[src/rtl/quad_decoder.sv]
// Quadrature decoder: synchronizes the A/B channels, waits for the
// synchronizers to settle after reset, then turns every legal Gray-code
// transition into a one-cycle step pulse with a direction bit and keeps
// a wrapping position count. A jump of both channels at once sets a
// sticky error flag.
module quad_decoder #(
  parameter int BITS = 4
) (
  input  logic            clk,
  input  logic            reset_n,
  input  logic            a_in,
  input  logic            b_in,
  input  logic            clr,
  output logic            step,
  output logic            dir,
  output logic            err,
  output logic [BITS-1:0] Q
);

  typedef enum logic [1:0] {WAIT, LOAD, RUN} state_t;
  typedef enum logic [1:0] {MOVE_NONE, MOVE_UP, MOVE_DOWN, MOVE_BAD} move_t;

  localparam logic [BITS-1:0] ONE = {{(BITS-1){1'b0}}, 1'b1};

  state_t          state, state_next;
  logic            wait_cnt, wait_cnt_next;
  logic            a_meta, a_s, b_meta, b_s;
  logic [1:0]      prev, prev_next, cur;
  move_t           move;
  logic            step_next, dir_next, err_next;
  logic [BITS-1:0] q_next;

  assign cur = {a_s, b_s};

  // Two-flop synchronizers bring the asynchronous channels into the clk domain.
  always_ff @(posedge clk or negedge reset_n) begin
    if (!reset_n) begin
      a_meta <= 1'b0;
      a_s    <= 1'b0;
      b_meta <= 1'b0;
      b_s    <= 1'b0;
    end else begin
      a_meta <= a_in;
      a_s    <= a_meta;
      b_meta <= b_in;
      b_s    <= b_meta;
    end
  end

  // Classify the move from the previous sample to the current one on the
  // Gray ring 00 -> 10 -> 11 -> 01 -> 00 (forward is up).
  always_comb begin
    move = MOVE_NONE;
    if (prev == cur) begin
      move = MOVE_NONE;
    end else if ((prev ^ cur) == 2'b11) begin
      move = MOVE_BAD;
    end else begin
      case ({prev, cur})
        4'b00_10, 4'b10_11, 4'b11_01, 4'b01_00: move = MOVE_UP;
        default:                                move = MOVE_DOWN;
      endcase
    end
  end

  // Next-state and next-output logic; clr overrides Q/err in every state.
  always_comb begin
    state_next    = state;
    wait_cnt_next = wait_cnt;
    prev_next     = prev;
    step_next     = 1'b0;
    dir_next      = dir;
    err_next      = err;
    q_next        = Q;
    case (state)
      WAIT: begin
        wait_cnt_next = 1'b1;
        if (wait_cnt) begin
          wait_cnt_next = 1'b0;
          state_next    = LOAD;
        end
      end
      LOAD: begin
        prev_next  = cur;
        state_next = RUN;
      end
      RUN: begin
        prev_next = cur;
        case (move)
          MOVE_UP: begin
            step_next = 1'b1;
            dir_next  = 1'b1;
            q_next    = Q + ONE;
          end
          MOVE_DOWN: begin
            step_next = 1'b1;
            dir_next  = 1'b0;
            q_next    = Q - ONE;
          end
          MOVE_BAD: begin
            err_next = 1'b1;
          end
          default: begin
            step_next = 1'b0;
          end
        endcase
      end
      default: begin
        state_next = WAIT;
      end
    endcase
    if (clr) begin
      q_next   = '0;
      err_next = 1'b0;
    end
  end

  // State, previous sample and all outputs are registered together.
  always_ff @(posedge clk or negedge reset_n) begin
    if (!reset_n) begin
      state    <= WAIT;
      wait_cnt <= 1'b0;
      prev     <= 2'b00;
      step     <= 1'b0;
      dir      <= 1'b1;
      err      <= 1'b0;
      Q        <= '0;
    end else begin
      state    <= state_next;
      wait_cnt <= wait_cnt_next;
      prev     <= prev_next;
      step     <= step_next;
      dir      <= dir_next;
      err      <= err_next;
      Q        <= q_next;
    end
  end

endmodule

[config.mk]
export PLATFORM = sky130hd
export DESIGN_NAME = quad_decoder
export DESIGN_NICKNAME = d
export VERILOG_FILES = /design/src/rtl/quad_decoder.sv
export SDC_FILE = /design/constraint.sdc
export NUM_CORES = 1
export LEC_CHECK = 0
export ABC_AREA = 1
export BUFFER_PORTS_ARGS = -buffer_cell sky130_fd_sc_hd__buf_2
export CORE_AREA = 8 8 50 52
export DETAILED_ROUTE_END_ITERATION = 8
export DIE_AREA = 0 0 58 60
export GPL_TIMING_DRIVEN = 0
export PLACE_DENSITY = 0.77
export SYNTH_ARGS = -nofsm -noshare
export SYNTH_HDL_FRONTEND = slang
export SYNTH_SLANG_ARGS = --single-unit
[constraint.sdc]
create_clock -name clk -period 4.75 [get_ports clk]
set_input_delay 0.2375 -clock clk [delete_from_list [all_inputs] [get_ports clk]]
set_output_delay 0.2375 -clock clk [all_outputs]
set_load 0.005 [all_outputs]
; ---- After elaboration in Yosys (flattened, before gate mapping)
; Cells that the tools add are included.
[totals]
input_bits = 5
elab_cells = 54
out_inout_bits = 7
reg_bits = 16
[op_classes]
reduce_logical = 12
n_bitwise = 2
mux = 15
n_eq_ne = 12
add_sub_neg = 2
[ops]
columns = operator, n
row1 = $eq A2 B2 Y1 const B, 4
row2 = $eq A4 B4 Y1 const B, 2
row3 = $mux W2, 4
row4 = $mux W4, 2
row5 = $pmux W4 S2, 1
row6 = $reduce_and A2 Y1, 4
row7 = $mux W1, 6
row8 = $pmux W2 S3, 1
row9 = $reduce_bool A2 Y1, 3
row10 = $add A4 B1 Y4 const B, 1
row11 = $eq A2 B1 Y1 const B, 2
row12 = $eq A4 B2 Y1 const B, 1
row13 = $eq A4 B3 Y1 const B, 1
row14 = $reduce_or A2 Y1, 2
row15 = $reduce_or A4 Y1, 1
row16 = $sub A4 B1 Y4 const B, 1
row17 = $reduce_bool A3 Y1, 1
row18 = $eq A2 B2 Y1, 1
row19 = $logic_not A2 Y1, 1
row20 = $ne A2 B2 Y1 const B, 1
row21 = $pmux W1 S2, 1
row22 = $xor A2 B2 Y2, 1
row23 = $not A1 Y1, 1

; ---- Longest topological paths before layout
[logic_depth]
word_depth = 9
mapped_depth = 14

; ---- Least setup slack after synthesis
; OpenSTA, ideal clock, no wires.
[synth_timing]
kind = flip-flop to flip-flop
from = register a_s
to = register Q[3]
arrival_time_ns = 1.816
setup_ns = 0.117
stages_incl_launch_ff = 11
slack_ns = 2.816
n_path_buf = 0
period_less_slack_ns = 1.934
cell_sequence = dfrtp_1 xor2_1 or2_1 nand2_2 inv_2 ha_1 ha_1 a21oi_1 nand3_1 nand3_1 nand2_1
[synth_between]
elab_chain_cells = 9
elab_cells_between_ends = 18
[synth_rtl]
columns = item, line_no
row1 = "start, declared", 27  ; logic a_meta, a_s, b_meta, b_s;
row2 = "start signal, assigned", 44  ; a_s <= a_meta;
row3 = "$eq A4 B2 Y1, or another cell as far along", 59  ; case ({prev, cur})
row4 = $reduce_or A4 Y1, 59
row5 = $mux W2, 59
row6 = $mux W2, 56  ; end else if ((prev ^ cur) == 2'b11) begin
row7 = $mux W2 (*), 54  ; if (prev == cur) begin
row8 = $eq A2 B2 Y1 / $eq A2 B1 Y1 (equally long branches), 89  ; case (move)
row9 = $pmux W4 S2, 89
row10 = $mux W4, 75  ; case (state)
row11 = $mux W4, 112  ; if (clr) begin
row12 = "end signal, assigned", 135  ; Q <= q_next;
row13 = "end, declared", 17  ; output logic [BITS-1:0] Q
; Every way passes the cells marked *; elsewhere a longest branch is shown, timed or not. The select of a mux whose other input is x is not followed.
; A chain may end at the register's enable or synchronous reset.

; ---- Final worst setup path
; Ends and elaborated chain as after synthesis.

==> parameters.txt <==
Parameter                              Value

Status
  Run status ... finished, final reports clean

Power and ir drop
  Sum of internal, switching and leakage power ... roughly 0.00032 W
  VDD IR max ... between 0.15 and 0.2 mV
  Power density cells ... between 300 and 400 nW/um^2
  Standby leakage power ... 0.5336 nW
  Power share of the combinational group ... between 20% and 30%
  Part of the total power dissipated in sequential elements ... between 50% and 60%
  Internal power summed over all cells ... 0.0002222 W
  Switching component of the power ... approximately 0.000098 W
  Switching portion of total power ... 30.50%
  Clock network power share ... ~23%

Route
  DR pass1 iterations ... 4
  Vias after detailed routing ... 579
  Number of DRC markers in iteration 0 ... 10
  Top layer reached by signal wires ... met4
  Drt total wl ... 1362 microns
  Vias per Instance ... roughly 4.7
  WL per Instance ... around 11 microns
  Post-DRT Antenna Nets ... 0
  DR WL met3 ... ~50 microns
  Routed length on met2 ... 696 microns
  Detailed-routing wirelength on met1 ... 579 microns
  DRC violation count after routing ... 0

Critical path
  Capturing element type of the critical path ... flip-flop
  Terminus of the critical flop-to-flop path ... Q[3]$_DFFE_PN0P_
  Depth of the most critical reg-to-reg path ... 10
  Worst setup path end ... Q[3]$_DFFE_PN0P_
  Critical path launch point ... a_s$_DFF_PN0_
  WP data arrival ... about 2.3 ns
  Critical Path Source Type ... flip-flop
  Max Fanout on Critical Path ... 7
  Crit path kind ... reg -> reg
  Flop-to-flop setup slack ... roughly 2.7 ns
  Critical register-to-register path startpoint ... a_s$_DFF_PN0_
  Required time of the critical path ... around 4.9 ns

Die
  Number of placed I/O pins ... 12
  Vertical extent of the die ... about 60 microns
  Core region area ... 1802 sq um
  Width of the die ... between 50 and 60 microns
  Row count ... 16
  Initial cell density of the core ... between 40% and 50%
  Total Die Area ... around 3500 sq um

Cells and area
  Layout cell share with drive strength beyond 1 ... around 20%
  Diode insertion count for antenna repair ... 0
  Nets ... 120
  Fill cells ... 168
  Area added between synthesis and finish ... 13.94%

Timing
  Maximum achievable frequency ... around 0.48 GHz
  Fin. Hold Viols ... 0
  Total Negative Setup Slacks ... 0 ns
  Fin. max-slew vios ... 0
  Relative slew slack ... about three quarters
  RSZ-0062 raised after global routing ... no
  Final cycle utilization of the critical path ... roughly 44%
  Min Hold Slack ... around 0.048 ns
  Tightest Pin Transition ... about 0.35 ns
  Worst clock skew ... between 0.009 and 0.01 ns
  Final worst path period need ... 2.090 ns
  Final-report setup violation count ... 0

Clock tree
  Number of buffers on the longest clock path ... 2
  Number of sinks driven by the clock tree ... 16
  Buffer cell driving the clock tree root ... sky130_fd_sc_hd__clkbuf_4
  Register clock-pin slew on the reported worst setup and hold paths ... around 0.09 ns
  Post-cts gate resize count ... 0
  Clock Latency Late Sink ... about 0.29 ns
  CTS tree ... done
  CTS H-tree lvls ... 1
  Total clock buffers created by CTS ... 3

Global route
  Aggregate global routing overflow ... 0
  Overall track demand over capacity in global routing ... slightly below 9%
  Via count of the first global-routing pass ... just under 600
  Number of antenna violations at the first check in global routing ... 0
  Global-route wire length before repair ... between 2000 and 2500 microns
  Largest net degree at the start of global routing ... 17

Placed design
  Last weighted congestion value of the routability-driven placer ... around 0.71
  Number of buffers added on ports ... 11
  Post-DP HPWL ... 1081 microns

Yosys
  Largest cells by area after synthesis ... sky130_fd_sc_hd__dfrtp_1 46%, sky130_fd_sc_hd__ha_1 12%, sky130_fd_sc_hd__nand2_1 9.2%
  Total of flip-flops plus latches after synthesis ... 16
  Share of synthesized flip-flops with an asynchronous set or reset ... 100.0%
  Unique cell type count in the Yosys netlist ... 18
  Top post-synthesis cells by count ... 20 x sky130_fd_sc_hd__nand2_1, 15 x sky130_fd_sc_hd__dfrtp_1, 13 x sky130_fd_sc_hd__inv_1, 8 x sky130_fd_sc_hd__ha_1
  Area share of and/or/nand/nor cells after synthesis ... between 10% and 20%
  Post-synthesis cell count ... 89
  Cell area after synthesis ... just over 800 sq um
  Share of the synthesized area in compound gates (AO/OA/AOI/OAI) ... 6.738%
  Number of nets in the synthesized netlist ... between 100 and 150
  Xor-xnor portion of the synthesized cell area ... 4.288%
  Largest family of logic cells by synthesized area ... simple AND/OR/NAND/NOR gates
  Synthesized area divided by synthesized cell count ... slightly above 9 sq um
  Most used standard cell by instance count after synthesis ... sky130_fd_sc_hd__nand2_1
  Top flip-flop cell by instance count after synthesis ... sky130_fd_sc_hd__dfrtp_1
  Number of enable flip-flop cells after synthesis ... 0
  Share of synthesized area spent on multiplexers ... 0%
  Synthesized-area fraction occupied by adder cells ... roughly 15%
  Sequential area share after synthesis ... roughly 50%
  Yosys warning count ... 0
  Top cell type's share of synthesized area ... between 40% and 50%
  Area leader, netlist ... sky130_fd_sc_hd__dfrtp_1

Hold path
  Launch instance of the worst min-delay path ... b_in
  Class of the tightest hold or removal check ... in -> reg

Flow run
  Number of violations of the max-capacitance limit ... 0
==> critical path, stage by stage (launching register included) <==
cell and delay (ns):
sky130_fd_sc_hd__dfrtp_1 0.43, sky130_fd_sc_hd__xor2_1 0.19, sky130_fd_sc_hd__or2_1 0.22, sky130_fd_sc_hd__nand2_2 0.07
sky130_fd_sc_hd__inv_2 0.03, sky130_fd_sc_hd__ha_1 0.27, sky130_fd_sc_hd__ha_1 0.35, sky130_fd_sc_hd__a21oi_1 0.18
sky130_fd_sc_hd__nand3_1 0.09, sky130_fd_sc_hd__nand3_1 0.09, sky130_fd_sc_hd__nand2_1 0.05
==> how the worst min path moves through the flow <==
stage	to	cells after the start
floorplan	Q[0]$_DFFE_PN0P_	0
global placement	a_meta$_DFF_PN0_	1
detailed placement	b_meta$_DFF_PN0_	1
CTS	b_meta$_DFF_PN0_	1
global route	a_meta$_DFF_PN0_	1
finish	b_meta$_DFF_PN0_	1
==> area by class of cell <==
class / instances / area [sq um] / share of cell area (%)
Sequential cell: 16 / 401.6 / 43.15
Tap cell: 18 / 22.52 / 2.419
Timing Repair Buffer: 12 / 65.06 / 6.989
Inverter: 15 / 56.30 / 6.048
Multi-Input combinational cell: 58 / 359.1 / 38.58
Clock buffer: 4 / 26.28 / 2.823
==> power groups by stage <==
stage	Combinational, W	Clock (W)	Sequential, W
finish	0.0000787	0.0000731	0.000168
global route	0.0000923	0.0000801	0.000171
floorplan	0.0000501	0	0.000171
global placement	0.0000777	0	0.000169
CTS	0.0000810	0.0000760	0.000168
detailed placement	0.0000799	0	0.000171
==> cells by family after synthesis <==
logic type | Yosys count
xor+xnor | 4
buf+inv | 15
compound gates | 11
flops | 16
simple gates | 34
fa+ha+maj | 9
==> per-stage QoR <==
stage                     utilization, %  setup slack, ns  cells  area [sq um]
after global routing               51.67            2.468    123         930.9
final                              51.67            2.660    123         930.9
after floorplan                        -            2.816     89         817.0
after CTS                          51.67            2.648    123         930.9
after global placement             49.65            2.712    118         894.6
after detailed placement           49.65            2.681    118         894.6
==> layout by cell type (no fill, tap or decap), types with 2 or more instances in the layout <==
cell type / n
sky130_fd_sc_hd__nand3_1: 4
sky130_fd_sc_hd__inv_1: 13
sky130_fd_sc_hd__a21oi_1: 5
sky130_fd_sc_hd__nor2_1: 5
sky130_fd_sc_hd__xor2_1: 3
sky130_fd_sc_hd__buf_2: 11
sky130_fd_sc_hd__o21ai_0: 2
sky130_fd_sc_hd__dfrtp_1: 15
sky130_fd_sc_hd__nand2_1: 20
sky130_fd_sc_hd__ha_1: 8
sky130_fd_sc_hd__nand2_2: 2
sky130_fd_sc_hd__inv_2: 2
sky130_fd_sc_hd__clkbuf_4: 3
sky130_fd_sc_hd__o21ai_1: 4
==> layer usage <==
layer	up-vias	global-route usage [%]
met5	-	0
met4	0	6.294
met3	4	1.720
met2	9	15.29
met1	261	9.308
li1	305	-
==> sequential cells by signal, indices dropped and copies added (netlist names) <==
signal and count:
Q 4, prev 2, state 2, a_meta 1
a_s 1, b_meta 1, b_s 1, dir 1
err 1, step 1, wait_cnt 1
==> timing repair <==
item	in CTS	in global routing
hold endpoints to repair	15	0
hold buffers	1	0
buffers inserted	0	0
Power figures use the tool's default switching activity.
